$ cat src/rtl/dcache_fill_unit.sv
// Cache miss handler: optional dirty-victim writeback, then a word-by-word block fill returned to the cache.
// Define DCACHE_FILL_WRITEBACK_EN to compile in the victim writeback path (write-back cache).
module dcache_fill_unit #(
  parameter int unsigned ADDR_BITS        = 8,
  parameter int unsigned DATA_BITS        = 8,
  parameter int unsigned CACHE_BLOCK_SIZE = 4
) (
  input  logic                                  clk,
  input  logic                                  reset,
  input  logic                                  miss_valid,
  output logic                                  miss_ready,
  input  logic [ADDR_BITS-1:0]                  miss_address,
  input  logic                                  victim_dirty,
  input  logic [ADDR_BITS-1:0]                  victim_address,
  input  logic [CACHE_BLOCK_SIZE*DATA_BITS-1:0] victim_data,
  output logic                                  fill_valid,
  input  logic                                  fill_ready,
  output logic [ADDR_BITS-1:0]                  fill_address,
  output logic [CACHE_BLOCK_SIZE*DATA_BITS-1:0] fill_data,
  output logic                                  mem_read_valid,
  output logic [ADDR_BITS-1:0]                  mem_read_address,
  input  logic                                  mem_read_ready,
  input  logic [DATA_BITS-1:0]                  mem_read_data,
  output logic                                  mem_write_valid,
  output logic [ADDR_BITS-1:0]                  mem_write_address,
  output logic [DATA_BITS-1:0]                  mem_write_data,
  input  logic                                  mem_write_ready
);

  localparam int unsigned OFF_BITS = $clog2(CACHE_BLOCK_SIZE);
  localparam int unsigned CNT_BITS = (OFF_BITS == 0) ? 1 : OFF_BITS;
  localparam logic [ADDR_BITS-1:0] OFF_MASK  = ADDR_BITS'(CACHE_BLOCK_SIZE - 1);
  localparam logic [CNT_BITS-1:0]  LAST_WORD = CNT_BITS'(CACHE_BLOCK_SIZE - 1);

  typedef enum logic [2:0] {
    IDLE,
    WB_REQ,
    WB_RELEASE,
    FILL_REQ,
    FILL_RELEASE,
    RESPOND
  } state_t;

  state_t                state, next_state;
  logic [CNT_BITS-1:0]   cnt, cnt_next;
  logic                  accept, capture;
  logic [ADDR_BITS-1:0]  word_offset;
  logic [DATA_BITS-1:0]  fill_words [CACHE_BLOCK_SIZE];

  // Offset is masked into the block so the top block never wraps to address 0.
  assign word_offset = ADDR_BITS'(cnt) & OFF_MASK;

  always_comb begin
    next_state = state;
    cnt_next   = cnt;
    accept     = 1'b0;
    capture    = 1'b0;
    case (state)
      IDLE: begin
        if (miss_valid && miss_ready) begin
          accept   = 1'b1;
          cnt_next = '0;
`ifdef DCACHE_FILL_WRITEBACK_EN
          next_state = victim_dirty ? WB_REQ : FILL_REQ;
`else
          next_state = FILL_REQ;
`endif
        end
      end
`ifdef DCACHE_FILL_WRITEBACK_EN
      WB_REQ: begin
        if (mem_write_valid && mem_write_ready) next_state = WB_RELEASE;
      end
      WB_RELEASE: begin
        if (!mem_write_ready) begin
          if (cnt == LAST_WORD) begin
            cnt_next   = '0;
            next_state = FILL_REQ;
          end else begin
            cnt_next   = cnt + 1'b1;
            next_state = WB_REQ;
          end
        end
      end
`endif
      FILL_REQ: begin
        if (mem_read_valid && mem_read_ready) begin
          capture    = 1'b1;
          next_state = FILL_RELEASE;
        end
      end
      FILL_RELEASE: begin
        if (!mem_read_ready) begin
          if (cnt == LAST_WORD) begin
            cnt_next   = '0;
            next_state = RESPOND;
          end else begin
            cnt_next   = cnt + 1'b1;
            next_state = FILL_REQ;
          end
        end
      end
      RESPOND: begin
        if (fill_valid && fill_ready) next_state = IDLE;
      end
      default: next_state = IDLE;
    endcase
  end

  // Valids lag the state by a cycle, so the address register (fed from the newly captured base) is settled when valid rises.
  always_ff @(posedge clk) begin
    if (reset) begin
      state            <= IDLE;
      cnt              <= '0;
      miss_ready       <= 1'b0;
      fill_valid       <= 1'b0;
      fill_address     <= '0;
      mem_read_valid   <= 1'b0;
      mem_read_address <= '0;
      for (int unsigned i = 0; i < CACHE_BLOCK_SIZE; i++) fill_words[i] <= '0;
    end else begin
      state            <= next_state;
      cnt              <= cnt_next;
      miss_ready       <= (next_state == IDLE);
      fill_valid       <= (state == RESPOND) && !(fill_valid && fill_ready);
      mem_read_valid   <= (state == FILL_REQ) && !(mem_read_valid && mem_read_ready);
      mem_read_address <= fill_address | word_offset;
      if (accept) fill_address <= miss_address & ~OFF_MASK;
      if (capture) fill_words[cnt] <= mem_read_data;
    end
  end

  for (genvar g = 0; g < CACHE_BLOCK_SIZE; g++) begin : g_pack
    assign fill_data[g*DATA_BITS +: DATA_BITS] = fill_words[g];
  end

`ifdef DCACHE_FILL_WRITEBACK_EN
  logic [ADDR_BITS-1:0] victim_base;
  logic [DATA_BITS-1:0] victim_words [CACHE_BLOCK_SIZE];

  always_ff @(posedge clk) begin
    if (accept) begin
      victim_base <= victim_address & ~OFF_MASK;
      for (int unsigned i = 0; i < CACHE_BLOCK_SIZE; i++)
        victim_words[i] <= victim_data[i*DATA_BITS +: DATA_BITS];
    end
  end

  always_ff @(posedge clk) begin
    if (reset) begin
      mem_write_valid   <= 1'b0;
      mem_write_address <= '0;
      mem_write_data    <= '0;
    end else begin
      mem_write_valid   <= (state == WB_REQ) && !(mem_write_valid && mem_write_ready);
      mem_write_address <= victim_base | word_offset;
      mem_write_data    <= victim_words[cnt];
    end
  end
`else
  logic unused_wb;
  assign unused_wb         = ^{victim_dirty, victim_address, victim_data, mem_write_ready};
  assign mem_write_valid   = 1'b0;
  assign mem_write_address = '0;
  assign mem_write_data    = '0;
`endif

endmodule

$ cat config.mk
export PLATFORM = sky130hd
export DESIGN_NAME = dcache_fill_unit
export DESIGN_NICKNAME = d
export VERILOG_FILES = /design/src/rtl/dcache_fill_unit.sv
export SDC_FILE = /design/constraint.sdc
export NUM_CORES = 1
export LEC_CHECK = 0
export CAP_MARGIN = 0
export CORE_MARGIN = 2
export CORE_UTILIZATION = 37
export CTS_CLUSTER_DIAMETER = 120
export DETAILED_ROUTE_END_ITERATION = 6
export GPL_TIMING_DRIVEN = 0
export PLACE_DENSITY_LB_ADDON = 0.3
export SYNTH_ARGS = -nofsm -noshare
export SYNTH_HDL_FRONTEND = slang
export SYNTH_SLANG_ARGS = --single-unit
$ cat constraint.sdc
create_clock -name clk -period 1.9 [get_ports clk]
set_input_delay 0.19 -clock clk [delete_from_list [all_inputs] [get_ports clk]]
set_output_delay 0.19 -clock clk [all_outputs]
set_load 0.005 [all_outputs]
==> results of run 1 <==
[state kept, by name, indices dropped and copies added, names as in the netlist]
signal            count
fill_words           32
fill_valid            1
mem_read_valid        1
fill_address          6
state                 3
mem_read_address      8
cnt                   2
miss_ready            1
[cells in the mapped netlist]
master,n,share of area
a21oi_1,7,0.016
a21oi_2,1,0.0040
a22oi_1,1,0.0034
a31oi_1,2,0.0057
and2_1,16,0.046
and2_2,16,0.055
and3b_1,2,0.0080
and3b_2,1,0.0046
buf_2,2,0.0046
buf_4,19,0.065
buf_6,1,0.0051
clkbuf_1,2,0.0034
conb_1,1,0.0017
dfxtp_1,22,0.20
edfxtp_1,32,0.44
ha_1,1,0.0057
nand2_1,13,0.022
nand3_1,9,0.021
nand4b_1,1,0.0040
nor2_1,4,0.0068
nor2_2,1,0.0029
nor2b_1,9,0.026
nor3_1,1,0.0023
nor3b_4,2,0.017
nor4_4,1,0.0097
nor4b_1,1,0.0040
o211ai_1,1,0.0034
o21bai_1,1,0.0034
or2_1,1,0.0029
or2_2,3,0.0086
[repair_timing]
item	CTS	global route
setup buffers	0	4
gates cloned	0	0
pin swaps	0	1
resized for setup	2	2
setup endpoints to repair	16	24
[through the flow]
stage	TNS, ns	hold WS, ns	power (W)
floorplan	0	0.337	0.00140
detailed placement	-4.63	0.461	0.00153
finish	0	0.228	0.00226
CTS	0	0.228	0.00228
global route	0	0.246	0.00234
global placement	-4.02	0.456	0.00153
[layer usage]
layer | vias up | routed length [um]
li1 | 741 | -
met1 | 688 | 1900
met2 | 75 | 1940
met3 | 5 | 393
met4 | 0 | 80
met5 | - | 0
[critical path, delay by kind of cell, from the launching register on]
family / cells / cell delay (ns)
DFF: 1 / 0.41
and+or+nand+nor: 4 / 1.03
[placed cells by master (no fill, tap or decap), drive strengths merged]
master         synthesis  layout
a21oi                  8       8
a22oi                  1       1
a31oi                  2       2
and2                  32      32
and3b                  3       3
buf                   22      26
clkbuf                 2       9
clkdlybuf4s50          0      66
conb                   1      19
dfxtp                 22      22
edfxtp                32      32
ha                     1       1
inv                    0       1
nand2                 13      13
nand3                  9       9
nand4b                 1       1
nor2                   5       5
nor2b                  9       9
nor3                   1       1
nor3b                  2       2
nor4                   1       1
nor4b                  1       1
o211ai                 1       1
o21bai                 1       1
or2                    4       4
[area by class of cell]
cell class	count	area, um2
fill	525	2640
buffer	24	171
tap	75	93.8
clock inverter	1	8.76
multi-input combinational	114	702
clock buffer	7	108
sequential	54	1400
timing repair buffer	70	691
[worst paths after layout]
check,start,endpoint,slack [ns],depth (start not counted)
hold / removal,reset,mem_read_address[2]$_SDFF_PP0_,0.23,2
setup reg to reg,state[1]$_SDFF_PP0_,fill_words[0][7]$_SDFFCE_PN0P_,0.17,4
hold reg to reg,fill_address[5]$_SDFFE_PP0P_,fill_address[5]$_SDFFE_PP0P_,0.48,2
setup / recovery,state[1]$_SDFF_PP0_,fill_words[0][7]$_SDFFCE_PN0P_,0.17,4
[power by group through the flow]
stage,combinational (W),sequential [W],clock [W]
6_report,0.000222,0.00129,0.000751
5_1_grt,0.000244,0.00129,0.000811
4_1_cts,0.000222,0.00129,0.000767
3_5_place_dp,0.000219,0.00131,0
3_3_place_gp,0.000218,0.00131,0
2_1_floorplan,0.0000854,0.00132,0
[cells by family after synthesis]
logic type                 share of synthesized area
adders and majority gates                    0.00570
AOI/OAI and AO/OA                             0.0359
and+or+nand+nor                                0.240
DFF                                            0.639
other                                        0.00171
buffers and inverters                         0.0782
==> impl_metrics.py, run 1 <==
metrics = {
    "critical_path": {
        "critPathSlowestCell": "dfxtp_1",
        "crit_path_max_fanout": 8,
        "endpoint_kind": "register",
        "start_kind": "register",
        "cp.arrival_ns": 1.75,
        "critical_path_class": "register to register",
        "cpPeakStageDelay_ns": 0.41,
        "path_cells": "and3b_2, nand3_2, nor4_4, or2_4",
        "worstPathRequired_ns": 1.92,
    },
    "sta": {
        "min_period_ns": 1.73,
        "period_share": 0.911,
        "worstMarginPinSlew_ns": 0.498,
        "relSlewSlack": 0.664,
        "max_freq_mhz": 577,
        "hold_viol": 0,
        "rsz0062_at_grt": "no",
        "layout_setup_ws_ns": 0.168,
        "slew_viol_final": 0,
        "setup_viol": 0,
        "skew_ns": 0.0103,
    },
    "hold_path": {
        "hold_path.class": "primary input to register",
    },
    "clocking": {
        "cts_root_buffer": "clkbuf_8",
        "holdBufCountCts": 0,
        "insertion_delay_ns": 0.31,
        "cts_made_buffers": 5,
        "clkSinkCount": 54,
        "path_clk_slew_ns": 0.10,
        "htreeDepth": 2,
        "cts_buffer_depth": 2,
        "cts_tree": "built",
    },
    "power_and_ir_drop": {
        "p_per_area_nw_per_um2": 711,
        "p_switching_w": 0.000476,
        "p_leak_nw": 1.26,
        "clock_power_share": 0.332,
        "comb_power_share": 0.098,
        "vdd.ir_drop.worst_mv": 0.368,
        "p_seq_frac": 0.569,
        "p_int_w": 0.00178,
        "switching_share": 0.211,
    },
    "final_layout": {
        "area.growth.synth_to_final_pct": 44.8,
        "num_antenna_cells": 0,
        "fin_cells": 345,
        "drive_gt1_frac": 0.230,
        "layout.nets": 333,
        "final_util": 0.546,
        "fin_area_um2": 3180,
    },
    "global_route": {
        "grt_first_pass_wirelength_um": 6720,
        "grtUsageTotal": 0.136,
        "top_usage_layer": "met2",
        "met2_usage": 0.217,
        "gr-usage-met3": 0.0389,
        "grt_start_max_net_pins": 18,
        "overflow": 0,
        "grt_pass1_vias": 1363,
        "antenna_found_initial": 0,
        "grtUsageMet1": 0.180,
    },
    "routing": {
        "routed_wl_um": 4320,
        "wl_per_cell_um": 12.5,
        "drc": 0,
        "drt_first_iter_violations": 78,
        "ant_nets": 0,
        "vias": 1509,
        "vias_per_cell": 4.37,
        "first_pass_iters": 5,
    },
    "floorplanning": {
        "die_h_um": 81.0,
        "std_cell_rows": 28,
        "dieWidth_um": 81.0,
        "pin_count": 131,
        "die-area_um2": 6560,
        "design.core.area_um2": 5820,
        "initial_core_util": 0.377,
    },
    "logic_synthesis": {
        "syn_area_um2": 2190,
        "ys_seq_area_frac": 0.639,
        "ys_types": 30,
        "ys_ff_latch": 54,
        "synth_warnings": 0,
        "synth.avg_cell_area_um2": 12.6,
        "synthCells": 174,
    },
    "place": {
        "placed_area_um2": 3020,
        "port_buffers": 66,
        "place.gp.congestion": 0.761,
        "post-place-ws_ns": -0.284,
        "dp_cells": 333,
        "dp_hpwl_um": 3200,
    },
    "run": {
        "cap_violations": 0,
    },
    "outcome": {
        "status": "finished, final reports clean",
    },
}
Note: power is estimated with default switching activity, not from simulation.
==> inputs of run 2 (changes only) <==
--- a/config.mk
+++ b/config.mk
@@ -6,6 +6,7 @@
 export NUM_CORES = 1
 export LEC_CHECK = 0
 export CAP_MARGIN = 0
+export CORE_ASPECT_RATIO = 0.8
 export CORE_MARGIN = 2
 export CORE_UTILIZATION = 37
 export CTS_CLUSTER_DIAMETER = 120
==> impl_metrics.py, run 2 (synthesized netlist as in run 1, its figures left out) <==
metrics = {
    "sta": {
        "layout_setup_ws_ns": 0.151,
        "min_period_ns": 1.75,
        "max_freq_mhz": 572,
        "period_share": 0.921,
        "rsz0062_at_grt": "no",
        "holdWs_ns": 0.238,
        "relSlewSlack": 0.662,
        "setup_viol": 0,
        "worstMarginPinSlew_ns": 0.500,
        "skew_ns": 0.00582,
        "slew_viol_final": 0,
        "hold_viol": 0,
    },
    "final_layout": {
        "layout_common_cells": "66 x clkdlybuf4s50_1, 32 x edfxtp_1, 24 x buf_4",
        "mostFrequentLayoutCell": "clkdlybuf4s50_1",
        "max_flop_register": "fill_words",
        "area.growth.synth_to_final_pct": 43.6,
        "nFillCells": 537,
        "regArea_um2": 1400,
        "layout.nets": 334,
        "fin_area_um2": 3150,
        "largestRegisters": "fill_words: 32 flops, mem_read_address: 8 flops, fill_address: 6 flops",
        "multi_input_area_um2": 697,
        "final_util": 0.542,
        "largest_reg_flops": 32,
        "num_antenna_cells": 0,
        "drive_gt1_frac": 0.221,
    },
    "critical_path": {
        "start_kind": "register",
        "crit_path_start": "state[2]$_SDFF_PP0_",
        "endpoint_kind": "register",
        "r2r_start": "state[2]$_SDFF_PP0_",
        "critical_path_class": "register to register",
        "cp.arrival_ns": 1.75,
        "r2r_cells": 4,
        "crit_path_max_fanout": 8,
        "worstPathRequired_ns": 1.90,
    },
    "power_and_ir_drop": {
        "clock_power_share": 0.282,
        "p_per_area_nw_per_um2": 668,
        "p_int_w": 0.00166,
        "p_leak_nw": 1.24,
        "p_switching_w": 0.000450,
        "switching_share": 0.214,
        "p_seq_frac": 0.611,
        "vdd.ir_drop.worst_mv": 0.332,
        "comb_power_share": 0.107,
    },
    "floorplanning": {
        "die-area_um2": 6560,
        "std_cell_rows": 25,
        "pin_count": 131,
        "dieWidth_um": 90.1,
        "design.core.area_um2": 5820,
        "initial_core_util": 0.377,
        "die_h_um": 72.9,
    },
    "clocking": {
        "cts_buffer_depth": 2,
        "cts_tree": "built",
        "clkSinkCount": 54,
        "insertion_delay_ns": 0.30,
        "path_clk_slew_ns": 0.09,
        "htreeDepth": 2,
        "cts_made_buffers": 5,
        "cts_root_buffer": "clkbuf_8",
    },
    "global_route": {
        "grt_pass1_vias": 1405,
        "grt_first_pass_wirelength_um": 6950,
        "grtUsageTotal": 0.139,
        "overflow": 0,
        "antenna_found_initial": 0,
        "grt_start_max_net_pins": 16,
    },
    "place": {
        "post-place-ws_ns": -0.336,
        "port_buffers": 66,
        "placed_area_um2": 3020,
        "dp_hpwl_um": 3250,
        "place.gp.congestion": 0.717,
    },
    "outcome": {
        "status": "finished, final reports clean",
    },
    "routing": {
        "drt_first_iter_violations": 67,
        "drc": 0,
        "routed_wl_um": 4520,
        "ant_nets": 0,
        "vias": 1474,
        "first_pass_iters": 4,
        "wl_per_cell_um": 12.8,
        "vias_per_cell": 4.19,
    },
    "hold_path": {
        "hp-start": "reset",
        "min_path_cells": 2,
        "hold_path.class": "primary input to register",
    },
    "run": {
        "cap_violations": 0,
    },
}
==> run 2: changes by cell type in the layout (fill, tap and decap cells not counted), sizes merged <==
| cell | previous run | this run |
|---|---|---|
| inv | 1 | 0 |
| clkinvlp | 0 | 1 |
| clkinv | 0 | 1 |
| clkbuf | 9 | 8 |
| buf | 26 | 27 |
==> run 2: final cells by class <==
cell class / instances / share of cell area
sequential: 54 / 0.445
timing repair buffer: 71 / 0.222
buffer: 24 / 0.0544
clock buffer: 6 / 0.0230
tap: 81 / 0.0322
clock inverter: 2 / 0.00278
multi-input combinational: 114 / 0.221
==> run 2: final timing paths <==
path	endpoint	slack, ns
min reg2reg	fill_address[6]$_SDFFE_PP0P_	0.47
max	fill_words[1][0]$_SDFFCE_PN0P_	0.15
min	state[2]$_SDFF_PP0_	0.24
max reg2reg	fill_words[1][0]$_SDFFCE_PN0P_	0.15
==> run 2: worst max-delay path, stage by stage (launching register included) <==
cell and delay (ns):
dfxtp_1 0.37, and3b_2 0.27, nand3_1 0.25, nor3b_4 0.30
or2_2 0.26
==> run 2: power groups by stage <==
stage               sequential, W  clock, W  combinational (W)
floorplan                 0.00132         0          0.0000854
global placement          0.00131         0           0.000220
detailed placement        0.00131         0           0.000222
CTS                       0.00129  0.000606           0.000225
global route              0.00129  0.000648           0.000243
finish                    0.00129  0.000595           0.000225
==> run 2: layer usage <==
layer	track usage	wire, um
met5	0	0
met4	0.0564	93
met3	0.0372	280
met2	0.222	2070
met1	0.183	2070
==> run 2: stage by stage <==
step,total power [W],TNS [ns],instances
floorplan,0.00140,0,192
global placement,0.00153,-4.41,339
detailed placement,0.00153,-5.51,339
CTS,0.00212,0,347
global route,0.00218,0,352
finish,0.00211,0,352
==> run 2: repair_timing <==
item,in CTS,in global routing
pin swaps,0,2
buffers inserted,0,5
endpoints found under the setup margin,16,24
hold buffers,0,0
resized for setup,3,0
